File: src/rtl/alu_issue_seq_pkg.sv
// Shared types and constants for the ALU issue sequencer: opcode map,
// instruction word layout, FSM state encoding and FP classification.
package alu_issue_seq_pkg;

  // Instruction word geometry (45 bits total)
  localparam int INSTR_W  = 45;
  localparam int OPC_MSB  = 44;
  localparam int OPC_LSB  = 41;
  localparam int ADR_MSB  = 40;
  localparam int ADR_LSB  = 35;
  localparam int SEL_BIT  = 34;
  localparam int BSEL_MSB = 33;
  localparam int BSEL_LSB = 32;
  localparam int A_MSB    = 31;
  localparam int A_LSB    = 0;

  localparam int OPC_W  = OPC_MSB - OPC_LSB + 1;
  localparam int ADR_W  = ADR_MSB - ADR_LSB + 1;
  localparam int BSEL_W = BSEL_MSB - BSEL_LSB + 1;
  localparam int A_W    = A_MSB - A_LSB + 1;

  // Gap counter must hold the largest forced gap (7)
  localparam int GAP_W = 3;

  // ALU opcode map; the first three are floating-point operations
  localparam logic [3:0] OP_FADD = 4'b0000;
  localparam logic [3:0] OP_FSUB = 4'b0001;
  localparam logic [3:0] OP_FMUL = 4'b0010;
  localparam logic [3:0] OP_ADD  = 4'b0011;
  localparam logic [3:0] OP_SUB  = 4'b0100;
  localparam logic [3:0] OP_AND  = 4'b0101;
  localparam logic [3:0] OP_OR   = 4'b0110;
  localparam logic [3:0] OP_XOR  = 4'b0111;
  localparam logic [3:0] OP_SHL  = 4'b1000;
  localparam logic [3:0] OP_SHR  = 4'b1001;
  localparam logic [3:0] OP_LD   = 4'b1010;
  localparam logic [3:0] OP_ST   = 4'b1011;
  localparam logic [3:0] OP_MOV  = 4'b1100;
  localparam logic [3:0] OP_CMP  = 4'b1101;
  localparam logic [3:0] OP_INC  = 4'b1110;
  localparam logic [3:0] OP_NOP  = 4'b1111;

  // Packed view of the instruction word; field order matches the bit layout above
  typedef struct packed {
    logic [OPC_W-1:0]  opcode;
    logic [ADR_W-1:0]  adr;
    logic              sel;
    logic [BSEL_W-1:0] bsel;
    logic [A_W-1:0]    a;
  } instr_t;

  // Issue FSM states
  typedef enum logic [1:0] {
    ST_IDLE  = 2'd0,
    ST_ISSUE = 2'd1,
    ST_GAP   = 2'd2
  } state_e;

  // True for opcodes that need idle cycles after issue
  function automatic logic is_fp_op(input logic [OPC_W-1:0] opc);
    return (opc == OP_FADD) || (opc == OP_FSUB) || (opc == OP_FMUL);
  endfunction

endpackage

File: src/rtl/alu_issue_seq_if.sv
// Bundle of the instruction input handshake and the ALU-facing outputs.
//
// Handshake: a word moves from master to sequencer on a rising edge where
// in_valid && in_ready are both high. in_valid may not depend on in_ready;
// in_ready is low while the FIFO is full, while flush is high and while reset
// is asserted. alu_valid is a one-cycle strobe; alu_* fields are only
// meaningful when it is high and otherwise hold the previous issue.
interface alu_issue_seq_if;
  import alu_issue_seq_pkg::*;

  logic               in_valid;
  logic [INSTR_W-1:0] in_instr;
  logic               in_ready;
  logic               flush;
  logic               alu_valid;
  logic [OPC_W-1:0]   alu_opcode;
  logic [ADR_W-1:0]   alu_adr;
  logic               alu_sel;
  logic [BSEL_W-1:0]  alu_bsel;
  logic [A_W-1:0]     alu_A;
  logic               busy;
  logic [15:0]        issue_count;

  modport master (
    output in_valid, in_instr, flush,
    input  in_ready, alu_valid, alu_opcode, alu_adr, alu_sel, alu_bsel,
           alu_A, busy, issue_count
  );

  modport slave (
    input  in_valid, in_instr, flush,
    output in_ready, alu_valid, alu_opcode, alu_adr, alu_sel, alu_bsel,
           alu_A, busy, issue_count
  );

endinterface

File: src/rtl/alu_issue_fifo.sv
// Instruction FIFO: DEPTH entries of instr_t, full/empty from an occupancy count.
module alu_issue_fifo
  import alu_issue_seq_pkg::*;
#(
  parameter int DEPTH = 4
) (
  input  logic   clk,
  input  logic   rst_n,
  input  logic   flush,
  input  logic   push,
  input  instr_t push_data,
  input  logic   pop,
  output instr_t head,
  output logic   empty,
  output logic   full
);

  localparam int PW = (DEPTH > 1) ? $clog2(DEPTH) : 1;
  localparam int CW = $clog2(DEPTH + 1);
  localparam logic [CW-1:0] CNT_FULL = CW'(DEPTH);

  instr_t        mem_q [DEPTH];
  instr_t        mem_d [DEPTH];
  logic [PW-1:0] wr_ptr_q, wr_ptr_d;
  logic [PW-1:0] rd_ptr_q, rd_ptr_d;
  logic [CW-1:0] count_q, count_d;
  logic          do_push, do_pop;

  assign empty   = (count_q == '0);
  assign full    = (count_q == CNT_FULL);
  assign head    = mem_q[rd_ptr_q];
  assign do_push = push && !full;
  assign do_pop  = pop && !empty;

  // Next storage, pointers and occupancy; flush drops everything queued
  always_comb begin
    mem_d    = mem_q;
    wr_ptr_d = wr_ptr_q;
    rd_ptr_d = rd_ptr_q;
    count_d  = count_q;
    if (flush) begin
      wr_ptr_d = '0;
      rd_ptr_d = '0;
      count_d  = '0;
    end else begin
      if (do_push) begin
        mem_d[wr_ptr_q] = push_data;
        wr_ptr_d        = wr_ptr_q + PW'(1);
      end
      if (do_pop) begin
        rd_ptr_d = rd_ptr_q + PW'(1);
      end
      case ({do_push, do_pop})
        2'b10:   count_d = count_q + CW'(1);
        2'b01:   count_d = count_q - CW'(1);
        default: count_d = count_q;
      endcase
    end
  end

  // FIFO state registers
  always_ff @(posedge clk) begin
    if (!rst_n) begin
      mem_q    <= '{default: '0};
      wr_ptr_q <= '0;
      rd_ptr_q <= '0;
      count_q  <= '0;
    end else begin
      mem_q    <= mem_d;
      wr_ptr_q <= wr_ptr_d;
      rd_ptr_q <= rd_ptr_d;
      count_q  <= count_d;
    end
  end

endmodule

File: src/rtl/alu_issue_seq.sv
// ALU issue sequencer: queues instruction words and issues one per cycle to
// the ALU, inserting FP_GAP idle cycles after each floating-point operation.
module alu_issue_seq
  import alu_issue_seq_pkg::*;
#(
  parameter int DEPTH  = 4,
  parameter int FP_GAP = 2
) (
  input  logic                 clk,
  input  logic                 rst_n,
  alu_issue_seq_if.slave       bus,
  output state_e               dbg_state
);

  state_e            state_q, state_d;
  logic [GAP_W-1:0]  gap_q, gap_d;
  instr_t            out_q, out_d;
  logic [15:0]       cnt_q, cnt_d;

  instr_t            head;
  logic              fifo_empty, fifo_full;
  logic              push, pop;
  logic              alu_valid;

  // in_ready is also held low in reset so nothing is accepted then
  assign bus.in_ready = rst_n && !fifo_full && !bus.flush;
  assign push         = bus.in_valid && bus.in_ready;

  alu_issue_fifo #(.DEPTH(DEPTH)) u_fifo (
    .clk       (clk),
    .rst_n     (rst_n),
    .flush     (bus.flush),
    .push      (push),
    .push_data (instr_t'(bus.in_instr)),
    .pop       (pop),
    .head      (head),
    .empty     (fifo_empty),
    .full      (fifo_full)
  );

  // FSM state register
  always_ff @(posedge clk) begin
    if (!rst_n) begin
      state_q <= ST_IDLE;
      gap_q   <= '0;
    end else begin
      state_q <= state_d;
      gap_q   <= gap_d;
    end
  end

  // Next state: pop when issuable, divert into GAP right after an FP issue
  always_comb begin
    state_d = state_q;
    gap_d   = gap_q;
    pop     = 1'b0;
    if (bus.flush) begin
      state_d = ST_IDLE;
      gap_d   = '0;
    end else begin
      case (state_q)
        ST_IDLE, ST_ISSUE: begin
          if ((state_q == ST_ISSUE) && is_fp_op(out_q.opcode) && (FP_GAP > 0)) begin
            state_d = ST_GAP;
            gap_d   = GAP_W'(FP_GAP);
          end else if (!fifo_empty) begin
            pop     = 1'b1;
            state_d = ST_ISSUE;
          end else begin
            state_d = ST_IDLE;
          end
        end
        ST_GAP: begin
          if (gap_q == GAP_W'(1)) begin
            gap_d = '0;
            if (!fifo_empty) begin
              pop     = 1'b1;
              state_d = ST_ISSUE;
            end else begin
              state_d = ST_IDLE;
            end
          end else begin
            gap_d = gap_q - GAP_W'(1);
          end
        end
        default: begin
          state_d = ST_IDLE;
          gap_d   = '0;
        end
      endcase
    end
  end

  // Outputs: strobe from state, output fields and issue count load on pop
  always_comb begin
    alu_valid = (state_q == ST_ISSUE);
    out_d     = pop ? head : out_q;
    cnt_d     = pop ? (cnt_q + 16'd1) : cnt_q;
  end

  // Registered ALU fields and issue counter (hold across idle and flush)
  always_ff @(posedge clk) begin
    if (!rst_n) begin
      out_q <= '0;
      cnt_q <= '0;
    end else begin
      out_q <= out_d;
      cnt_q <= cnt_d;
    end
  end

  assign bus.alu_valid   = alu_valid;
  assign bus.alu_opcode  = out_q.opcode;
  assign bus.alu_adr     = out_q.adr;
  assign bus.alu_sel     = out_q.sel;
  assign bus.alu_bsel    = out_q.bsel;
  assign bus.alu_A       = out_q.a;
  assign bus.issue_count = cnt_q;
  assign bus.busy        = !fifo_empty || (state_q == ST_GAP) || alu_valid;
  assign dbg_state       = state_q;

endmodule

File: src/flat_wrapper.sv
// flat-port wrapper written by rule: the top's interface ports become plain ports
module alu_issue_seq_flat import alu_issue_seq_pkg::*;
#(
  parameter int DEPTH  = 4,
  parameter int FP_GAP = 2
)
  (clk, rst_n, dbg_state, bus_in_valid, bus_in_instr, bus_flush, bus_in_ready, bus_alu_valid, bus_alu_opcode, bus_alu_adr, bus_alu_sel, bus_alu_bsel, bus_alu_A, bus_busy, bus_issue_count);
  alu_issue_seq_if bus_i ();
  input  logic clk;
  input  logic rst_n;
  output state_e dbg_state;
  input wire logic [$bits(bus_i.in_valid)-1:0] bus_in_valid;
  input wire logic [$bits(bus_i.in_instr)-1:0] bus_in_instr;
  input wire logic [$bits(bus_i.flush)-1:0] bus_flush;
  output wire logic [$bits(bus_i.in_ready)-1:0] bus_in_ready;
  output wire logic [$bits(bus_i.alu_valid)-1:0] bus_alu_valid;
  output wire logic [$bits(bus_i.alu_opcode)-1:0] bus_alu_opcode;
  output wire logic [$bits(bus_i.alu_adr)-1:0] bus_alu_adr;
  output wire logic [$bits(bus_i.alu_sel)-1:0] bus_alu_sel;
  output wire logic [$bits(bus_i.alu_bsel)-1:0] bus_alu_bsel;
  output wire logic [$bits(bus_i.alu_A)-1:0] bus_alu_A;
  output wire logic [$bits(bus_i.busy)-1:0] bus_busy;
  output wire logic [$bits(bus_i.issue_count)-1:0] bus_issue_count;
  assign bus_i.in_valid = bus_in_valid;
  assign bus_i.in_instr = bus_in_instr;
  assign bus_i.flush = bus_flush;
  assign bus_in_ready = bus_i.in_ready;
  assign bus_alu_valid = bus_i.alu_valid;
  assign bus_alu_opcode = bus_i.alu_opcode;
  assign bus_alu_adr = bus_i.alu_adr;
  assign bus_alu_sel = bus_i.alu_sel;
  assign bus_alu_bsel = bus_i.alu_bsel;
  assign bus_alu_A = bus_i.alu_A;
  assign bus_busy = bus_i.busy;
  assign bus_issue_count = bus_i.issue_count;
  alu_issue_seq #(.DEPTH(DEPTH), .FP_GAP(FP_GAP)) u_core (.clk(clk), .rst_n(rst_n), .bus(bus_i), .dbg_state(dbg_state));
endmodule
File: config.mk
export PLATFORM = sky130hd
export DESIGN_NAME = alu_issue_seq_flat
export DESIGN_NICKNAME = d
export VERILOG_FILES = /design/src/rtl/alu_issue_seq_pkg.sv /design/src/rtl/alu_issue_seq_if.sv /design/src/rtl/alu_issue_fifo.sv /design/src/rtl/alu_issue_seq.sv /design/src/flat_wrapper.sv
export SDC_FILE = /design/constraint.sdc
export NUM_CORES = 1
export LEC_CHECK = 0
export BUFFER_PORTS_ARGS = -buffer_cell sky130_fd_sc_hd__buf_2
export CAP_MARGIN = 40
export CORE_MARGIN = 3
export CORE_UTILIZATION = 60
export DETAILED_ROUTE_END_ITERATION = 8
export PLACE_DENSITY = 0.92
export SLEW_MARGIN = 0
export SYNTH_ARGS = -nofsm -noshare
export SYNTH_HDL_FRONTEND = slang
export SYNTH_SLANG_ARGS = --single-unit
File: constraint.sdc
create_clock -name clk -period 4.2 [get_ports clk]
set_clock_uncertainty 0.1 [all_clocks]
set_input_delay 0.84 -clock clk [delete_from_list [all_inputs] [get_ports clk]]
set_output_delay 0.84 -clock clk [all_outputs]
set_load 0.05 [all_outputs]
==> out/metrics.yaml <==
postLayoutCellArea_um2: 11900
worst_ir_drop_vdd_v: 0.000331
hold_violations_final: 0
gr-usage-all-layers: 0.294
yosys_warnings: 0
synth.area.top_cells: "dfxtp_1, nand2_1, a21oi_1, mux4_2, clkbuf_1"
power.total_mw: 4.82
final.period_utilization: 0.773
maxCapViolCount: 0
average_cell_area_after_synthesis_um2: 8.47
setup_slack_ns: 0.953
outcome: "completed"
htreeDepth: 1
slew-limit-headroom: 0.380
post_cts_buffers: 0
area_delta_synth_final_pct: 14.9
floorplan.rows: 47
mean_number_of_vias_per_cell: 6.22
place_hpwl_mm: 16.2
ys_ff_latch: 253
clock.fmax_mhz: 308
netlist.top_cell.by_area: "dfxtp_1"
clock_insertion_delay_worst_skew_ns: 0.52
power_density_nw_per_um2: 404
finalCriticalPeriod_ns: 3.25
cellLeakagePower_nw: 4.11
design.die.area_um2: 18900
ys.flop_type: "dfxtp_1"
min_path_type: "flip-flop to flip-flop"
maximum_number_of_pins_on_one_net_before_global_route_repair: 121
sequential_cell_area_um2: 5070
setup.worst_path.start_class: "input pin"
synth-seq-area-share: 0.487
crit_fanout: 13
cts_tree: "done"
cts_buffers: 25
via_count_of_the_first_global_routing_pass: 9255
worst_ep_arrival_time_ns: 2.31
cp_data_required_time_ns: 3.26
clock_sinks: 253
multi_input_area_um2: 4890
yosys.cell_count.top_type: "nand2_1"
synth-async-reset-ratio: 0
drt_first_pass_iters: 6
drt.antenna.violating_nets: 0
unrepaired_setup_endpoints_after_global_routing: "false"
detail_route.wl_per_cell_um: 18.4
route.vias.total: 9483
finalSetupViolCount: 0
yosysTopAreaCellShare: 0.487
drt-initial-drc-count: 1097
synthesis.area_um2: 10400
placement.cell_area_um2: 11100
timing.critical_path.to_type: "output pin"
ios: 115
initial_core_util: 0.620
fillCellCount: 1160
syn-instance-count: 1227
core_um2: 16800
nNetsFinal: 1344
overflow: 0
grt_first_pass_wirelength_mm: 45.0
max_slew.worst_pin.slew_ns: 0.923
setup.worst_path.class: "input pin to output pin"
dieHeight_um: 138
finalWirelength_mm: 28.1
post_cts.resized_instances: 0
placement.io_buffers: 114
die_width_um: 138
ctsLongestPathBuffers: 3
number_of_synthesized_flops_with_an_enable_pin: 0
drive_gt1_frac: 0.177
root_buffer: "clkbuf_16"
grt_antenna_before_repair: 5
slew_viol_final: 0
totalNegativeSetupSlack_ns: 0
pre_cts_ws_ns: 0.893
remaining_drc_errors: 0
cts.clk_slew.worst_paths_ns: 0.06
mappedNetlistNets: 1285
globalplace.congestion: 0.824
synth_cell_type_count: 43
holdBufCountCts: 0
synth.top_cells.by_count: "nand2_1, dfxtp_1, a21oi_1"
layer usage:
layer,vias to the layer above,GRT usage,share of wire
met5,-,0,0.00096
met4,4,0.126,0.033
met3,98,0.0621,0.096
met2,541,0.496,0.50
met1,4502,0.365,0.37
li1,4338,-,-
registers in the layout, indices dropped and copies added, names as in the netlist:
signal,flops
u_core.bus.alu_A,32
u_core.bus.alu_adr,6
u_core.bus.alu_bsel,2
u_core.bus.alu_opcode,4
u_core.bus.alu_sel,1
u_core.bus.issue_count,16
u_core.dbg_state,2
u_core.gap_q,3
u_core.u_fifo.count_q,3
u_core.u_fifo.mem_q,180
u_core.u_fifo.rd_ptr_q,2
u_core.u_fifo.wr_ptr_q,2
stage by stage:
| stage | std cells | hold slack (ns) | utilization |
|---|---|---|---|
| CTS | 1521 | 0.353 | 0.712 |
| global route | 1524 | 0.365 | 0.712 |
| finish | 1524 | 0.352 | 0.712 |
| detailed placement | 1479 | 0.346 | 0.664 |
| floorplan | 1227 | 0.333 | - |
| global placement | 1474 | 0.338 | 0.658 |
area by class of cell:
class,count,area share
Multi-Input combinational cell,857,0.410
Antenna cell,3,0.000629
Clock buffer,37,0.0604
Inverter,14,0.00482
Sequential cell,253,0.425
Timing Repair Buffer,135,0.0697
Clock inverter,5,0.00681
Tap cell,220,0.0231
power by group:
| part | switching (mW) | internal, mW |
|---|---|---|
| clock network | 0.899 | 1.30 |
| registers | 0.0116 | 2.42 |
| logic | 0.129 | 0.0596 |
critical path, stage by stage:
cell     delay, ns
buf_2         0.23
nor2b_1       0.72
and2_1        0.24
buf_2         0.26
placed cells by master (no fill, tap or decap), types with 5 or more instances in the layout:
| master | Yosys | layout |
|---|---|---|
| a21oi_1 | 243 | 243 |
| buf_12 | 0 | 7 |
| buf_2 | 3 | 114 |
| buf_4 | 1 | 12 |
| clkbuf_1 | 92 | 7 |
| clkbuf_16 | 0 | 25 |
| clkbuf_8 | 0 | 5 |
| dfxtp_1 | 253 | 251 |
| ha_1 | 8 | 8 |
| inv_1 | 14 | 13 |
| mux2i_1 | 5 | 5 |
| mux4_2 | 45 | 45 |
| nand2_1 | 373 | 372 |
| nand2b_1 | 5 | 5 |
| nand3_1 | 53 | 53 |
| nand4_1 | 8 | 8 |
| nor2_1 | 9 | 9 |
| o21ai_0 | 54 | 54 |
| o31ai_1 | 8 | 8 |
| or4_1 | 8 | 8 |
path summary, 6_finish.rpt:
kind                                         startpoint                       end  slack, ns  cells after the start
worst max register to register          u_core.gap_q[1]  u_core.u_fifo.count_q[2]       0.99                     12
worst min-delay path            u_core.u_fifo.mem_q[76]   u_core.u_fifo.mem_q[76]       0.35                      2
worst min register to register  u_core.u_fifo.mem_q[76]   u_core.u_fifo.mem_q[76]       0.35                      2
worst max-delay path                              rst_n              bus_in_ready       0.95                      4
kinds of logic (layout without fill, tap and decap cells):
family,Yosys count,count (layout),synth area share
muxes,50,50,0.102
DFF,253,253,0.487
adders and majority gates,9,9,0.0116
xor gates and xnor gates,4,4,0.00337
other,0,3,0
buffers and inverters,117,191,0.0443
and+or+nand+nor,479,479,0.193
AOI/OAI and AO/OA,315,315,0.158
(Power assumes the default switching activity.)
